[src/rtl/traffic_pkg.sv]
`default_nettype none
// +--------------------------------------------------------------------+
// | traffic_pkg: shared state encoding and lamp constants.             |
// | Revision: 1.0                                                       |
// +--------------------------------------------------------------------+
package traffic_pkg;

  typedef enum logic [2:0] {
    ST_CLEAR   = 3'd0,
    ST_GREEN   = 3'd1,
    ST_YELLOW  = 3'd2,
    ST_PREEMPT = 3'd3,
    ST_FLASH   = 3'd4
  } state_t;

  // Lamp encoding {red, yellow, green}
  localparam logic [2:0] LIGHT_RED = 3'b100;
  localparam logic [2:0] LIGHT_YEL = 3'b010;
  localparam logic [2:0] LIGHT_GRN = 3'b001;
  localparam logic [2:0] LIGHT_OFF = 3'b000;

  function automatic int max4(input int a, input int b, input int c, input int d);
    int m;
    m = a;
    if (b > m) m = b;
    if (c > m) m = c;
    if (d > m) m = d;
    return m;
  endfunction

endpackage
`default_nettype wire

[src/rtl/rr_pick.sv]
`default_nettype none
// +--------------------------------------------------------------------+
// | rr_pick: round-robin selection of the next approach with demand.   |
// | Revision: 1.0                                                       |
// +--------------------------------------------------------------------+
module rr_pick #(
  parameter int N  = 4,
  parameter int PW = $clog2(N)
) (
  input  logic [N-1:0]  demand,
  input  logic [PW-1:0] cur,
  output logic [PW-1:0] next
);

  logic [PW-1:0] w_idx;

  // Scan farthest-first so the nearest demanding index after cur wins;
  // cur itself (k == N) has the lowest priority.
  always_comb begin
    w_idx = '0;
    next  = (int'(cur) == N - 1) ? '0 : cur + 1'b1;
    for (int k = N; k >= 1; k--) begin
      w_idx = PW'((int'(cur) + k) % N);
      if (demand[w_idx]) next = w_idx;
    end
  end

endmodule
`default_nettype wire

[src/rtl/traffic_ctrl_n.sv]
`default_nettype none
// +--------------------------------------------------------------------+
// | traffic_ctrl_n: N-approach actuated signal controller with          |
// | emergency preemption and night flash.  Revision: 1.0                |
// +--------------------------------------------------------------------+
module traffic_ctrl_n
  import traffic_pkg::*;
#(
  parameter int N        = 4,
  parameter int GREEN_T  = 7,
  parameter int YELLOW_T = 2,
  parameter int CLEAR_T  = 1,
  parameter int FLASH_T  = 4,
  localparam int PW      = $clog2(N)
) (
  input  logic            clk,
  input  logic            rst,
  input  logic [N-1:0]    demand,
  input  logic            preempt_req,
  input  logic [PW-1:0]   preempt_dir,
  input  logic            flash_en,
  output logic [3*N-1:0]  lights,
  output logic [PW-1:0]   phase,
  output logic            preempt_active
);

  localparam int TW = $clog2(max4(GREEN_T, YELLOW_T, CLEAR_T, FLASH_T) + 1);

  state_t        r_state;
  logic [TW-1:0] r_t;
  logic [PW-1:0] r_cur;
  logic          r_dark;

  logic [PW-1:0] w_next;
  logic [PW-1:0] w_pdir;
  logic          w_lit;
  logic [2:0]    w_col;
  logic [2:0]    w_base;

  rr_pick #(.N(N), .PW(PW)) u_rr_pick (
    .demand (demand),
    .cur    (r_cur),
    .next   (w_next)
  );

  assign w_pdir = (int'(preempt_dir) >= N) ? '0 : preempt_dir;

  always_ff @(posedge clk) begin
    if (!rst) begin
      r_state <= ST_CLEAR;
      r_t     <= '0;
      r_cur   <= PW'(N - 1);
      r_dark  <= 1'b0;
    end else begin
      case (r_state)
        ST_CLEAR: begin
          if (r_t == TW'(CLEAR_T - 1)) begin
            r_t <= '0;
            if (preempt_req) begin
              r_state <= ST_PREEMPT;
              r_cur   <= w_pdir;
            end else if (flash_en) begin
              r_state <= ST_FLASH;
              r_dark  <= 1'b0;
            end else begin
              r_state <= ST_GREEN;
              r_cur   <= w_next;
            end
          end else begin
            r_t <= r_t + 1'b1;
          end
        end
        ST_GREEN: begin
          // Preemption for the approach already green skips the yellow.
          if (preempt_req && (w_pdir == r_cur)) begin
            r_state <= ST_PREEMPT;
            r_t     <= '0;
          end else if (preempt_req || (r_t == TW'(GREEN_T - 1))) begin
            r_state <= ST_YELLOW;
            r_t     <= '0;
          end else begin
            r_t <= r_t + 1'b1;
          end
        end
        ST_YELLOW: begin
          if (r_t == TW'(YELLOW_T - 1)) begin
            r_state <= ST_CLEAR;
            r_t     <= '0;
          end else begin
            r_t <= r_t + 1'b1;
          end
        end
        ST_PREEMPT: begin
          // Hold time is unbounded, so the timer saturates here.
          if (!preempt_req) begin
            r_state <= ST_YELLOW;
            r_t     <= '0;
          end else if (r_t != '1) begin
            r_t <= r_t + 1'b1;
          end
        end
        ST_FLASH: begin
          if (preempt_req) begin
            r_state <= ST_CLEAR;
            r_t     <= '0;
          end else if (!flash_en) begin
            r_state <= ST_CLEAR;
            r_cur   <= PW'(N - 1);
            r_t     <= '0;
          end else if (r_t == TW'(FLASH_T - 1)) begin
            r_dark <= ~r_dark;
            r_t    <= '0;
          end else begin
            r_t <= r_t + 1'b1;
          end
        end
        default: begin
          r_state <= ST_CLEAR;
          r_t     <= '0;
        end
      endcase
    end
  end

  always_comb begin
    w_lit  = 1'b0;
    w_col  = LIGHT_RED;
    w_base = LIGHT_RED;
    case (r_state)
      ST_GREEN, ST_PREEMPT: begin
        w_lit = 1'b1;
        w_col = LIGHT_GRN;
      end
      ST_YELLOW: begin
        w_lit = 1'b1;
        w_col = LIGHT_YEL;
      end
      ST_FLASH:  w_base = r_dark ? LIGHT_OFF : LIGHT_RED;
      default:   w_base = LIGHT_RED;
    endcase
  end

  for (genvar i = 0; i < N; i++) begin : g_lamp
    assign lights[3*i +: 3] = (w_lit && (r_cur == PW'(i))) ? w_col : w_base;
  end

  assign phase          = r_cur;
  assign preempt_active = (r_state == ST_PREEMPT);

endmodule
`default_nettype wire
[config.mk]
export PLATFORM = sky130hd
export DESIGN_NAME = traffic_ctrl_n
export DESIGN_NICKNAME = d
export VERILOG_FILES = /design/src/rtl/traffic_pkg.sv /design/src/rtl/rr_pick.sv /design/src/rtl/traffic_ctrl_n.sv
export SDC_FILE = /design/constraint.sdc
export NUM_CORES = 1
export LEC_CHECK = 0
export CAP_MARGIN = 20
export CORE_MARGIN = 3
export CORE_UTILIZATION = 49
export CTS_CLUSTER_SIZE = 30
export DETAILED_ROUTE_END_ITERATION = 16
export MAX_ROUTING_LAYER = met4
export PLACE_DENSITY = 0.79
export SLEW_MARGIN = 20
export SYNTH_ARGS = -nofsm -noshare
export SYNTH_HDL_FRONTEND = slang
export SYNTH_SLANG_ARGS = --single-unit
[constraint.sdc]
create_clock -name clk -period 3.2 [get_ports clk]
set_input_delay 0.64 -clock clk [delete_from_list [all_inputs] [get_ports clk]]
set_output_delay 0.64 -clock clk [all_outputs]
set_load 0.05 [all_outputs]
# Yosys cells after proc, flatten, opt, wreduce, memory -nomap -nowiden
# Cells that the tools add are included.
[classes]
add_sub_neg = 6
order_cmp = 4
n_eq_ne = 26
n_mux = 54
bitwise_logic = 1
n_reduce_logical = 15
[op_table]
columns = ["op", "n"]
rows = [
  ["$mux 3", 24],
  ["$pmux 3 s5", 2],
  ["$mux 2", 10],
  ["$ne 2x2->1 const B", 9],
  ["$lt 2x3->1 const B", 4],
  ["$ne 3x3->1 const B", 4],
  ["$mux 1", 11],
  ["$reduce_and 5->1", 2],
  ["$eq 3x2->1 const B", 3],
  ["$bmux 1 s2", 4],
  ["$reduce_and 7->1", 1],
  ["$add 2x1->2 const B", 3],
  ["$eq 3x1->1 const B", 2],
  ["$eq 3x3->1 const B", 2],
  ["$logic_not 3->1", 2],
  ["$pmux 3 s2", 1],
  ["$logic_and 1x1->1", 5],
  ["$add 2x2->2 const B", 2],
  ["$eq 2x1->1 const B", 2],
  ["$eq 2x2->1 const B", 2],
  ["$pmux 2 s2", 1],
  ["$add 3x1->3 const B", 1],
  ["$ne 3x2->1 const B", 1],
  ["$reduce_or 3->1", 1],
  ["other kinds (7)", 7],
]
[word_totals]
ff_bits = 9
inputBits = 10
output_inout_bits = 15
wordCells = 110

# Logic depth before layout (Yosys ltp)
# Gate-level depths: netlist of run 1.
[logic_depth]
ltp_word = 11
ltp_mapped = 9

# By module
# A second synthesis of run 1 with hierarchy kept.
[hier_totals]
cells_unflattened = 135
hier_area_um2 = 1044.8
[modules_own_cells]
columns = ["module", "instances", "cells_each", "area_each_um2"]
rows = [
  ["traffic_ctrl_n", 1, 105, 804.5],
  ["rr_pick", 1, 30, 240.2],
]

# Worst setup path before layout of run 1
# Ideal clock, no wire load.
[synth_timing]
kind = "register to output"
from = "register r_cur[0], in the netlist phase[0]"
to = "output lights[2]"
t_arrival_ps = 2140
required_ps = 2560
setup_slack_ps = 420
stages_incl_launch_ff = 5
path_buffers = 1
path_cell_list = "dfxtp_1 > buf_2 > inv_1 > ha_1 > a21oi_1"
[synth_via]
elab_chain_len = 3
[synth_lines]
columns = ["item", "line", "text"]
rows = [
  ["start, declared", "traffic_ctrl_n.sv:31", "logic [PW-1:0] r_cur;"],
  ["start signal, assigned", "traffic_ctrl_n.sv:52", "r_cur <= PW'(N - 1);"],
  ["start signal, assigned", "traffic_ctrl_n.sv:61", "r_cur <= w_pdir;"],
  ["start signal, assigned", "traffic_ctrl_n.sv:67", "r_cur <= w_next;"],
  ["$logic_not 2->1", "traffic_ctrl_n.sv:144", "assign lights[3*i +: 3] = (w_lit && (r_cur == PW'(i))) ? w_col : w_base;"],
  ["$logic_and 1x1->1", "traffic_ctrl_n.sv:144", ""],
  ["$mux 3", "traffic_ctrl_n.sv:144", ""],
  ["end, declared", "traffic_ctrl_n.sv:22", "output logic [3*N-1:0] lights,"],
]
# Every way passes these cells.

# Final worst setup path of run 1
[layout_timing]
from = "register r_state[1]"
to = "output lights[1]"
[layout_via]
elab_chain_len = 5
elab_cells_between_ends = 11
classes_between = "eq/ne (4); mux (4); reduce/logical (3)"
[layout_lines]
columns = ["item", "line", "text"]
rows = [
  ["start, declared", "traffic_ctrl_n.sv:29", "state_t r_state;"],
  ["start signal, assigned", "traffic_ctrl_n.sv:50", "r_state <= ST_CLEAR;"],
  ["start signal, assigned", "traffic_ctrl_n.sv:60", "r_state <= ST_PREEMPT;"],
  ["start signal, assigned", "traffic_ctrl_n.sv:63", "r_state <= ST_FLASH;"],
  ["$eq 3x2->1 or $eq 3x1->1 (tied branches)", "traffic_ctrl_n.sv:129", "case (r_state)"],
  ["$reduce_or 3->1 (no source line)", "n/a", ""],
  ["$mux 1", "traffic_ctrl_n.sv:129", ""],
  ["$logic_and 1x1->1", "traffic_ctrl_n.sv:144", ""],
  ["$mux 3 *", "traffic_ctrl_n.sv:144", ""],
]
# Mark *: on every way between the ends. The rest lies on a longest branch, timed or not.

==> impl_metrics.sql, run 1 <==
INSERT INTO impl_metrics (metric_group, metric, value, unit) VALUES
('status', 'run_status', 'finished, final reports clean', ''),
('detailed_routing', 'via_count', '1057', ''),
('min_path', 'hp-class', 'reg -> reg', ''),
('synthesis', 'synthDistinctLibCells', '41', ''),
('detailed_routing', 'drt_wl_total', '2.61', 'mm'),
('finish', 'drive_gt1_frac', '0.0755', ''),
('clock_tree', 'worstSkewPairLatency', '270', 'ps'),
('clock_tree', 'clock_tree_from_tritoncts', 'built', ''),
('place', 'dp_hpwl', '2.05', 'mm'),
('critical_path', 'cp.required', '2560', 'ps'),
('power', 'max-vdd-ir-drop', '0.000464', 'V'),
('floorplan', 'design.core.area', '1860', 'µm²'),
('finish', 'nNetsFinal', '180', ''),
('critical_path', 'crit_family', 'buffers and inverters', ''),
('timing', 'final_max_slew_viol_count', '0', ''),
('synthesis', 'yosys_register_bits', '9', ''),
('critical_path', 'cp-start-kind', 'flip-flop', ''),
('critical_path', 'endpoint_arrival_time_on_the_critical_path', '2290', 'ps'),
('synthesis', 'post_synth_inst_count', '135', ''),
('synthesis', 'syn-cell-area', '1030', 'µm²'),
('place', 'numPortBuffers', '24', ''),
('grt', 'grt_max_degree', '14', ''),
('run', 'timing.max_cap.violations', '0', ''),
('floorplan', 'die_y', '51.9', 'µm'),
('grt', 'grt_antenna_before_repair', '0', ''),
('synthesis', 'synthArstFlopShare', '0', ''),
('detailed_routing', 'number_of_vias_per_cell', '5.74', ''),
('synthesis', 'synth_largest_area_cell', 'sky130_fd_sc_hd__dfxtp_1', ''),
('timing', 'final_min_period_over_clock_period', '0.914', ''),
('synthesis', 'seq_area_frac_synth', '0.175', ''),
('timing', 'fmaxAchievable', '342', 'MHz'),
('grt', 'grt_pass1_wl', '4.55', 'mm'),
('detailed_routing', 'initialDrtViolationCount', '24', ''),
('critical_path', 'crit_slowest_cell', 'sky130_fd_sc_hd__clkdlybuf4s50_1', ''),
('detailed_routing', 'routedWlPerCell', '14.2', 'µm'),
('timing', 'rsz_0062_raised_after_global_routing', 'false', ''),
('synthesis', 'synth-edff-count', '0', ''),
('critical_path', 'critPathKind', 'reg -> out', ''),
('grt', 'gr-usage-all-layers', '0.231', ''),
('critical_path', 'worstPathBufferInverterCount', '1', ''),
('power', 'power_density', '728', 'nW/µm²'),
('critical_path', 'critical-path-max-stage-delay', '800', 'ps'),
('timing', 'setup_viol', '0', ''),
('clock_tree', 'cts_resized', '0', ''),
('synthesis', 'synthesis.nets', '155', ''),
('clock_tree', 'cts_inserted_buffers', '3', ''),
('clock_tree', 'cts_root_buf', 'sky130_fd_sc_hd__clkbuf_4', ''),
('clock_tree', 'post-cts-setup-buffers', '0', ''),
('synthesis', 'most_numerous_cell_types_in_the_synthesized_netlist', 'sky130_fd_sc_hd__nor2_1 (14), sky130_fd_sc_hd__nand2_1 (12), sky130_fd_sc_hd__ha_1 (10)', ''),
('power', 'power.share.switching', '0.521', ''),
('timing', 'hold_viol', '0', ''),
('power', 'internal_power', '0.000459', 'W'),
('synthesis', 'synth-main-ff-cell', 'sky130_fd_sc_hd__dfxtp_1', ''),
('synthesis', 'ys_top_cells_by_area', 'sky130_fd_sc_hd__dfxtp_1 (17%), sky130_fd_sc_hd__ha_1 (12%), sky130_fd_sc_hd__nor2_1 (5.1%), sky130_fd_sc_hd__and2_1 (4.8%), sky130_fd_sc_hd__a21oi_1 (4.4%)', ''),
('power', 'power.total', '0.000960', 'W'),
('clock_tree', 'cts_hold_repair.buffers', '0', ''),
('timing', 'setup_tns', '0', 'ps'),
('synthesis', 'yosysWarnings', '0', ''),
('timing', 'min_period', '2930', 'ps'),
('floorplan', 'row_count', '15', ''),
('clock_tree', 'cts_buffer_depth', '2', ''),
('floorplan', 'top_level_ports', '25', ''),
('floorplan', 'start_util', '0.556', ''),
('place', 'gp_congestion', '0.974', ''),
('power', 'leakage', '0.548', 'nW'),
('synthesis', 'syn_area_per_cell', '7.65', 'µm²'),
('clock_tree', 'cts.sink_count', '9', ''),
('synthesis', 'most_repeated_cell_in_the_gate_level_netlist_after_synthesis', 'sky130_fd_sc_hd__nor2_1', ''),
('power', 'combPwrFrac', '0.716', ''),
('floorplan', 'fp.dieArea', '2690', 'µm²'),
('power', 'power.share.clock', '0.096', '');
==> routing by layer <==
metal	vias to the layer above	wire length, µm	global-route usage
met5	-	0	-
met4	0	46	0.0611
met3	6	132	0.0602
met2	30	1210	0.368
met1	491	1230	0.288
li1	530	-	-
==> cells in the final DEF (no fill, tap or decap), drive strengths merged, types with 2 or more instances in the layout <==
master / netlist / routed
clkdlybuf4s50: 0 / 24
ha: 10 / 10
nor2: 14 / 14
a211oi: 2 / 2
xnor2: 2 / 2
nor3: 3 / 3
mux4: 2 / 2
a31oi: 2 / 2
dfxtp: 9 / 9
mux2: 4 / 4
a21oi: 9 / 9
clkbuf: 3 / 4
a21boi: 3 / 3
nor3b: 2 / 2
nand3: 3 / 3
nand3b: 2 / 2
and4: 2 / 2
and2: 8 / 8
buf: 3 / 2
o211ai: 2 / 2
inv: 10 / 10
mux2i: 4 / 4
nand2: 12 / 12
nor2b: 4 / 4
o21ai: 6 / 6
a221o: 2 / 2
==> flip-flops by register name (all words and copies together) (netlist names) <==
register	flops
r_t	3
r_state	3
r_dark	1
phase	2
==> power by group through the flow <==
stage               Sequential, W  Clock (W)  Combinational (W)
global placement         0.000181          0           0.000675
finish                   0.000180  0.0000920           0.000687
floorplan                0.000207          0           0.000476
global route             0.000184  0.0000993           0.000752
detailed placement       0.000181          0           0.000686
CTS                      0.000179  0.0000936           0.000687
==> worst paths after layout <==
check / slack [ps] / end / from / cells past startpoint
max: 270 / lights[1] / r_state[1] / 3
min reg2reg: 560 / r_dark / r_dark / 2
min: 560 / r_dark / r_dark / 2
max reg2reg: 940 / phase[1] / phase[1] / 6
==> metrics by stage <==
stage                      util  hold slack, ps  std cells  cell area (µm²)  worst slack (ps)
final                     0.710             556        184             1320               274
after global routing      0.710             592        184             1320               108
after CTS                 0.710             556        184             1320               293
after detailed placement  0.696             536        180             1290               597
after global placement    0.696             530        180             1290               591
after floorplan               -             498        135             1030               420
==> kinds of logic after synthesis <==
family,after synthesis,synth area share
flops,9,0.175
simple gates,55,0.278
fa+ha+maj,10,0.121
buf+inv,16,0.0618
xor+xnor,2,0.0170
mux,10,0.130
compound gates,33,0.218
==> cell type report <==
class / count / area (µm²)
clock buffers: 4 / 26.3
fillers: 143 / 539
inverters: 10 / 37.5
multi-input cells: 110 / 788
flip-flops and latches: 9 / 180
well taps: 25 / 31.3
repair buffers: 26 / 255
==> worst min-delay path, delay by kind of cell (launching register included) <==
| family | cells | cell delay (ps) |
|---|---|---|
| simple gates | 1 | 60 |
| flops | 1 | 330 |
| mux | 1 | 130 |
Note: power is estimated with default switching activity, not from simulation.
==> run 2: changes to the inputs <==
- CORE_MARGIN: 3 -> 4
- REMOVE_ABC_BUFFERS: not set -> 1
- clock period: 3.2 -> 3.1 ns (I/O delays scaled with it)
==> run 2 against run 1 <==
  * Sequential share of layout area about the same
  * Routed wire length shrank 2.4%
  * Global-route usage is 2.6 points lower
  * Critical endpoint is now lights[7]
  * Cell count up 1.1%
  * Clock power is 2.4% higher
  * Register-to-register slack lost 150 ps
  * Via count rose by 0.57%
  * Total power up 2.6%
  * Sequential power up 12%
  * Clock skew increased by 0.78 ps
  * Final area grew 0.19%
  * First-iteration DRC count shrank 25%
==> impl_metrics.sql, run 2 (synthesized netlist as in run 1, its figures left out) <==
INSERT INTO impl_metrics (metric_group, metric, value, unit) VALUES
('status', 'run_status', 'finished, final reports clean', ''),
('grt', 'grt_pass1_wl', '4.28', 'mm'),
('critical_path', 'crit_slowest_cell', 'sky130_fd_sc_hd__clkdlybuf4s50_1', ''),
('power', 'leakage', '0.548', 'nW'),
('timing', 'min_period', '2850', 'ps'),
('timing', 'final_max_slew_viol_count', '0', ''),
('power', 'power.total', '0.000985', 'W'),
('place', 'dp_hpwl', '2.08', 'mm'),
('critical_path', 'regToRegEndpoint', 'phase[1]', ''),
('clock_tree', 'cts_root_buf', 'sky130_fd_sc_hd__clkbuf_4', ''),
('critical_path', 'r2r_start', 'phase[0]', ''),
('grt', 'grt_antenna_before_repair', '0', ''),
('timing', 'setup_tns', '0', 'ps'),
('clock_tree', 'cts_inserted_buffers', '3', ''),
('clock_tree', 'worstSkewPairLatency', '270', 'ps'),
('detailed_routing', 'routedWlPerCell', '13.7', 'µm'),
('min_path', 'holdCritStartpoint', 'r_dark', ''),
('finish', 'layout_commonest_cell', 'sky130_fd_sc_hd__clkdlybuf4s50_1', ''),
('detailed_routing', 'drc', '0', ''),
('clock_tree', 'clock_tree_from_tritoncts', 'built', ''),
('timing', 'final_min_period_over_clock_period', '0.919', ''),
('finish', 'drive_gt1_frac', '0.0755', ''),
('detailed_routing', 'initialDrtViolationCount', '18', ''),
('floorplan', 'fp.dieW', '53.9', 'µm'),
('floorplan', 'start_util', '0.521', ''),
('place', 'numPortBuffers', '24', ''),
('critical_path', 'critical-path-max-stage-delay', '800', 'ps'),
('timing', 'setup_viol', '0', ''),
('clock_tree', 'cts_resized', '0', ''),
('finish', 'layout_common_cells', 'sky130_fd_sc_hd__clkdlybuf4s50_1 (24), sky130_fd_sc_hd__nor2_1 (14), sky130_fd_sc_hd__nand2_1 (12)', ''),
('critical_path', 'cp-start-kind', 'flip-flop', ''),
('grt', 'grt_busiest_layer', 'met2', ''),
('grt', 'use_met2', '0.357', ''),
('critical_path', 'cp_cell_sequence', 'nor3b_1, and2_1, clkdlybuf4s50_1', ''),
('clock_tree', 'cts_hold_repair.buffers', '0', ''),
('clock_tree', 'post-cts-setup-buffers', '0', ''),
('detailed_routing', 'number_of_vias_per_cell', '5.72', ''),
('finish', 'final-instance-count-excl-fill', '186', ''),
('timing', 'hold_viol', '0', ''),
('clock_tree', 'cts_buffer_depth', '2', ''),
('grt', 'overflow', '0', ''),
('min_path', 'worstHoldEndpoint', 'r_dark', ''),
('timing', 'hold-worst-slack', '531', 'ps'),
('grt', 'grt_max_degree', '13', ''),
('clock_tree', 'cts.sink_count', '9', ''),
('detailed_routing', 'ant_nets', '0', ''),
('detailed_routing', 'drt_wl_total', '2.55', 'mm'),
('finish', 'syn_to_final_growth', '28.0', '%'),
('min_path', 'hp-class', 'reg -> reg', ''),
('grt', 'gr-usage-all-layers', '0.205', ''),
('floorplan', 'top_level_ports', '25', ''),
('clock_tree', 'clkTransAtPathRegs', '70', 'ps'),
('timing', 'fmaxAchievable', '351', 'MHz'),
('grt', 'via_count_of_the_first_global_routing_pass', '991', ''),
('place', 'gp_congestion', '0.890', ''),
('floorplan', 'fp.dieArea', '2900', 'µm²'),
('critical_path', 'critPathKind', 'reg -> out', ''),
('clock_tree', 'cts_htree_levels', '1', ''),
('critical_path', 'critical_path_end_type', 'primary output', ''),
('critical_path', 'worst-path-max-fanout', '9', ''),
('floorplan', 'design.core.area', '1980', 'µm²'),
('grt', 'globalRouteMet1Util', '0.250', ''),
('place', 'dpl_worst_slack', '523', 'ps'),
('floorplan', 'row_count', '16', ''),
('power', 'max-vdd-ir-drop', '0.000575', 'V'),
('timing', 'timing_worst_slew_pin_value', '520', 'ps'),
('timing', 'rsz_0062_raised_after_global_routing', 'false', ''),
('timing', 'final.setup_skew', '8.58', 'ps'),
('detailed_routing', 'via_count', '1063', ''),
('run', 'timing.max_cap.violations', '0', ''),
('critical_path', 'endpoint_arrival_time_on_the_critical_path', '2230', 'ps'),
('critical_path', 'worst-r2r-cell-count', '6', ''),
('place', 'dp.cells', '182', ''),
('detailed_routing', 'drtPass1Iterations', '4', ''),
('grt', 'gr-usage-met3', '0.0360', ''),
('timing', 'worst_slew_margin_rel', '0.652', ''),
('critical_path', 'cp.required', '2480', 'ps'),
('power', 'power_density', '746', 'nW/µm²'),
('timing', 'final.setup.worst_slack', '251', 'ps'),
('finish', 'diodes', '0', ''),
('finish', 'nNetsFinal', '180', ''),
('critical_path', 'rrSetupSlack', '790', 'ps'),
('min_path', 'hold_path_depth', '2', ''),
('floorplan', 'die_y', '53.9', 'µm');
run 2: cell counts in the layout (fill, tap and decap cells not counted):
Identical to the previous run, type by type.
run 2: routing by layer:
metal / part of all wire / wire (µm) / up-vias
met1: 0.46 / 1160 / 502
met5: 0 / 0 / -
met4: 0.0059 / 15 / 0
met2: 0.50 / 1270 / 27
li1: - / - / 532
met3: 0.039 / 100 / 2
run 2: per-stage QoR:
| step | util | cell area, µm² |
|---|---|---|
| 2_1_floorplan | - | 1010 |
| 3_3_place_gp | 0.653 | 1290 |
| 3_5_place_dp | 0.653 | 1290 |
| 4_1_cts | 0.667 | 1320 |
| 5_1_grt | 0.667 | 1320 |
| 6_report | 0.667 | 1320 |
run 2: layout make-up:
type	count	area, µm²
multi-input cells	110	788
fillers	167	661
inverters	10	37.5
clock buffers	4	26.3
repair buffers	26	255
well taps	27	33.8
flip-flops and latches	9	180
run 2: how the worst max path moves through the flow:
stage / from / end
detailed placement: demand[3] / phase[0]
global placement: demand[3] / phase[0]
global route: r_state[1] / lights[7]
CTS: r_state[1] / lights[7]
finish: r_state[1] / lights[7]
floorplan: phase[0] / lights[2]
run 2: power breakdown:
part	internal, W	switching, W
sequential	0.000143	0.0000588
combinational	0.000280	0.000410
clock	0.0000497	0.0000445
run 2: critical path: cells and delay by family (launching register included):
family | cells | cell delay, ps
flip-flops | 1 | 460
buffers and inverters | 1 | 800
AND/OR/NAND/NOR | 2 | 690
